--- config.mk ---
export PLATFORM = sky130hd
export DESIGN_NAME = uart_tx_sched
export DESIGN_NICKNAME = d
export VERILOG_FILES = /design/src/rtl/uart_tx_sched.sv
export SDC_FILE = /design/constraint.sdc
export NUM_CORES = 1
export LEC_CHECK = 0
export CORE_ASPECT_RATIO = 1.2
export CORE_MARGIN = 10
export CORE_UTILIZATION = 45
export DETAILED_ROUTE_END_ITERATION = 16
export PLACE_DENSITY_LB_ADDON = 0.05
export SYNTH_ARGS = -nofsm -noshare
export SYNTH_HDL_FRONTEND = slang
export SYNTH_SLANG_ARGS = --single-unit
--- constraint.sdc ---
create_clock -name i_clk -period 2.8 [get_ports i_clk]
set_input_delay 0.42 -clock i_clk [delete_from_list [all_inputs] [get_ports i_clk]]
set_output_delay 0.42 -clock i_clk [all_outputs]
set_load 0.1 [all_outputs]
--- src/rtl/uart_tx_sched.sv ---
// Two-requester round-robin scheduler feeding an 8N1 UART transmitter.
// The line is only opened to a new byte while idle and the synchronized CTS is low.
module uart_tx_sched #(
    parameter int unsigned ClksPerBit = 868
) (
    input  logic       i_clk,
    input  logic       i_rst,
    input  logic [7:0] i_req0_data,
    input  logic       i_req0_valid,
    output logic       o_req0_ready,
    input  logic [7:0] i_req1_data,
    input  logic       i_req1_valid,
    output logic       o_req1_ready,
    output logic       o_uart_tx,
    input  logic       i_uart_cts_n,
    output logic       o_busy,
    output logic       o_grant
);

    localparam int unsigned CntW = (ClksPerBit > 1) ? $clog2(ClksPerBit) : 1;
    localparam logic [CntW-1:0] CntMax = CntW'(ClksPerBit - 1);

    typedef enum logic [1:0] {IDLE, START, DATA, STOP} state_t;

    state_t          r_state;
    logic [CntW-1:0] r_baud;
    logic [2:0]      r_bit;
    logic [7:0]      r_shift;
    logic            r_cts_meta;
    logic            r_cts_sync;
    logic            r_tx;
    logic            r_busy;
    logic            r_grant;

    logic w_open;
    logic w_any;
    logic w_pick;
    logic w_accept;
    logic w_bit_end;

    // Round-robin pick: a lone requester wins, on contention the one not last granted wins.
    assign w_open    = (r_state == IDLE) && !r_cts_sync;
    assign w_any     = i_req0_valid || i_req1_valid;
    assign w_pick    = (i_req0_valid && i_req1_valid) ? !r_grant : !i_req0_valid;
    assign w_accept  = w_open && w_any;
    assign w_bit_end = (r_baud == CntMax);

    assign o_req0_ready = w_accept && !w_pick;
    assign o_req1_ready = w_accept && w_pick;
    assign o_uart_tx    = r_tx;
    assign o_busy       = r_busy;
    assign o_grant      = r_grant;

    always_ff @(posedge i_clk or posedge i_rst) begin
        if (i_rst) begin
            r_cts_meta <= 1'b1;
            r_cts_sync <= 1'b1;
        end else begin
            r_cts_meta <= i_uart_cts_n;
            r_cts_sync <= r_cts_meta;
        end
    end

    // Frame sequencer; the line level for each bit is registered on the bit boundary.
    always_ff @(posedge i_clk or posedge i_rst) begin
        if (i_rst) begin
            r_state <= IDLE;
            r_baud  <= '0;
            r_bit   <= '0;
            r_shift <= '0;
            r_tx    <= 1'b1;
            r_busy  <= 1'b0;
            r_grant <= 1'b1;
        end else begin
            case (r_state)
                IDLE: begin
                    r_baud <= '0;
                    r_bit  <= '0;
                    if (w_accept) begin
                        r_shift <= w_pick ? i_req1_data : i_req0_data;
                        r_grant <= w_pick;
                        r_tx    <= 1'b0;
                        r_busy  <= 1'b1;
                        r_state <= START;
                    end
                end
                START: begin
                    if (w_bit_end) begin
                        r_baud  <= '0;
                        r_tx    <= r_shift[0];
                        r_state <= DATA;
                    end else begin
                        r_baud <= r_baud + CntW'(1);
                    end
                end
                DATA: begin
                    if (w_bit_end) begin
                        r_baud <= '0;
                        r_bit  <= r_bit + 3'd1;
                        if (r_bit == 3'd7) begin
                            r_tx    <= 1'b1;
                            r_state <= STOP;
                        end else begin
                            r_tx    <= r_shift[1];
                            r_shift <= {1'b0, r_shift[7:1]};
                        end
                    end else begin
                        r_baud <= r_baud + CntW'(1);
                    end
                end
                STOP: begin
                    if (w_bit_end) begin
                        r_baud  <= '0;
                        r_busy  <= 1'b0;
                        r_state <= IDLE;
                    end else begin
                        r_baud <= r_baud + CntW'(1);
                    end
                end
                default: begin
                    r_state <= IDLE;
                end
            endcase
        end
    end

endmodule

==> flow_summary_export.csv <==
group,metric,value,unit
cells_and_area,finalNonFillerCells,220,
worst_hold_path,worst_hold_path_type,"reg2reg",
floorplan,num_rows,23,
global_route,grt_pass1_vias,1312,
sta,period_minus_slack,2.232,ns
global_route,overflow,0,
place,io_buffers,25,
cts,insertion_delay,0.27,ns
sta,setup_viol,0,
route,vias,1227,
cells_and_area,fin_nets,212,
critical_path,cpMaxStageDelayCell,"dfrtp_1",
critical_path,cp_max_fo,7,
route,first_pass_iters,4,
cts,clk_pin_slew_worst_paths,0.09,ns
power_and_ir_drop,leakagePower,0.8106,nW
place,hpwl,2791,µm
run_status,status,"finished, final reports clean",
synthesis,yosysWarnings,0,
floorplan,io-pin-count,26,
cts,post_cts_buffers,0,
cts,cts_sinks,28,
synthesis,syn_area,0.001585,mm²
route,wire_per_inst,15.72,µm
synthesis,synth_async_sr_flop_share,100.0,%
synthesis,postSynthAreaPerCell,10.10,µm²
job,maxCapViolations,0,
cts,cts_hold_buf,0,
cells_and_area,final_util,57.34,%
synthesis,synth_top_flop_cell,"dfrtp_1",
sta,slew_viol_final,0,
critical_path,critPathKind,"reg2out",
synthesis,syn-num-nets,185,
cts,root_buffer,"clkbuf_8",
sta,rsz0062_at_grt,"false",
route,via_per_inst,5.577,
power_and_ir_drop,p_per_area,899.4,mW/mm²
power_and_ir_drop,ir_drop,0.0006011,V
power_and_ir_drop,finalPower,1.736,mW
floorplan,design.die.area,0.006306,mm²
cts,cts_buffer_depth,2,
critical_path,endpoint_kind,"output port",
floorplan,die_y,85.02,µm
route,drc,0,
sta,post-route-period-util,79.73,%
sta,whs,0.3612,ns
critical_path,start_kind,"flip-flop",
place,dp_cells,216,
synthesis,synth_cell_types,37,
floorplan,die_x,74.18,µm
global_route,antenna_found_initial,0,
global_route,grt_pass1_wl,5961,µm
cells_and_area,fillers,297,
critical_path,worstPathArrival,1.81,ns
critical_path,slowest_delay,0.41,ns
route,drt_wl_total,3458,µm
synthesis,syn_inst,157,
cells_and_area,syn2layout_area_growth,21.78,%
cts,cts_made_buffers,3,
global_route,track_usage,11.70,%
cts,tritoncts,"yes",
cts,cts_resized,0,
cts,htreeDepth,1,
route,drt_iter0_drc,79,
place,place_congestion,0.7490,
sta,finalClockSkew,0.005965,ns
floorplan,start_util,47.08,%
synthesis,ys_seq_area_share,44.51,%
synthesis,synth-edff-count,0,
synthesis,ys_ff_latch,28,
sta,fmax,0.4480,GHz
global_route,grt_max_degree,20,
sta,hold_violations,0,
critical_path,path_cells,"inv_1 -> ha_1 -> nor2b_1 -> and3_1 -> buf_4",
cells_and_area,n_antenna_cell,0,
sta,tightest_slew,0.5866,ns
floorplan,core_area,0.003367,mm²
sta,tns,0,ns
cells_and_area,drive_gt1_share,13.11,%
sta,relSlewSlack,60.48,%
route,postRouteAntennaNets,0,
critical_path,crit_required,2.38,ns
[critical path: cells and delay by family (launching register included)]
kind	cells	cell delay (ns)
AND/OR/NAND/NOR	2	0.44
flip-flops	1	0.41
adder cells (fa/ha/maj)	1	0.30
buffers and inverters	2	0.39
[metal layers]
layer | track usage (%) | routed length (µm) | up-vias
met4 | 5.093 | 59 | 0
met1 | 12.37 | 1426 | 592
met5 | 0 | 0 | -
met2 | 21.04 | 1815 | 25
met3 | 2.681 | 157 | 6
li1 | - | - | 604
[final timing paths]
path,endpoint,slack (ns),depth (start not counted),start
min in group asynchronous,o_busy,0.43,2,i_rst
min reg2reg,r_cts_sync,0.36,0,r_cts_meta
min,r_cts_sync,0.36,0,r_cts_meta
max in group asynchronous,r_cts_meta,1.73,3,i_rst
max reg2reg,r_shift[2],0.71,6,r_bit[0]
max,o_req0_ready,0.57,5,r_state[0]
[kinds of logic (layout without fill, tap and decap cells)]
group | Yosys count | in the layout | synth area share (%)
xor gates and xnor gates | 8 | 8 | 4.420
and+or+nand+nor | 58 | 58 | 19.57
DFF | 28 | 28 | 44.51
AOI/OAI and AO/OA | 31 | 31 | 15.31
buffers and inverters | 15 | 41 | 3.867
adders and majority gates | 7 | 7 | 5.525
muxes | 10 | 10 | 6.787
[placed cells by master, fill, tap and decap left out, types with 2 or more instances in the layout]
master           instances
nor2_1                  30
dfrtp_1                 24
clkdlybuf4s50_1         20
a32o_1                  10
buf_4                    8
inv_1                    7
mux2i_1                  7
o21a_1                   7
ha_1                     7
xnor2_1                  6
nand2_1                  4
o21ai_0                  4
nand3_1                  4
dfstp_2                  4
a21oi_1                  3
nand2b_1                 3
nor3_1                   3
clkbuf_8                 3
nor2b_1                  2
a31oi_1                  2
a21boi_0                 2
nor4_1                   2
or2_2                    2
xor2_1                   2
[synth_stat cells, drive strengths merged (3+ instances only)]
| master | n | share of area, % |
|---|---|---|
| a21oi | 3 | 0.95 |
| a32o | 10 | 6.3 |
| buf | 4 | 1.3 |
| clkbuf | 3 | 0.71 |
| dfrtp | 24 | 38 |
| dfstp | 4 | 6.6 |
| ha | 7 | 5.5 |
| inv | 7 | 1.7 |
| mux2 | 3 | 2.4 |
| mux2i | 7 | 4.4 |
| nand2 | 4 | 0.95 |
| nand2b | 3 | 1.2 |
| nand3 | 4 | 1.3 |
| nor2 | 30 | 7.1 |
| nor3 | 4 | 1.3 |
| nor4 | 3 | 2.1 |
| o21a | 7 | 3.3 |
| o21ai | 5 | 1.6 |
| xnor2 | 6 | 3.3 |
[area by class of cell]
cell class                 count  area, µm²  area share (%)
timing repair buffer          29      280.3           14.52
multi-input combinational    114      823.3           42.64
inverter                       8      30.03           1.555
tap                           37      46.29           2.398
sequential                    28      705.7           36.55
clock buffer                   4      45.04           2.333
[metrics by stage]
stage               area [µm²]  worst slack, ns
floorplan                 1590           0.1271
global route              1931           0.4285
detailed placement        1886           0.4973
global placement          1886           0.5814
finish                    1931           0.5677
CTS                       1931           0.5542
[power by group]
group          internal, mW  switching [mW]  leakage, nW
Combinational         0.380           0.514        0.438
Clock                 0.102           0.119       0.0228
Sequential            0.529          0.0924        0.350
Total                  1.01           0.725        0.811
[flip-flops by register name (all words and copies together), names as in the netlist]
| signal | count |
|---|---|
| o_uart_tx | 1 |
| o_grant | 1 |
| r_bit | 3 |
| r_state | 2 |
| r_cts_meta | 1 |
| r_shift | 8 |
| r_cts_sync | 1 |
| o_busy | 1 |
| r_baud | 10 |
Note: power is estimated with default switching activity, not from simulation.
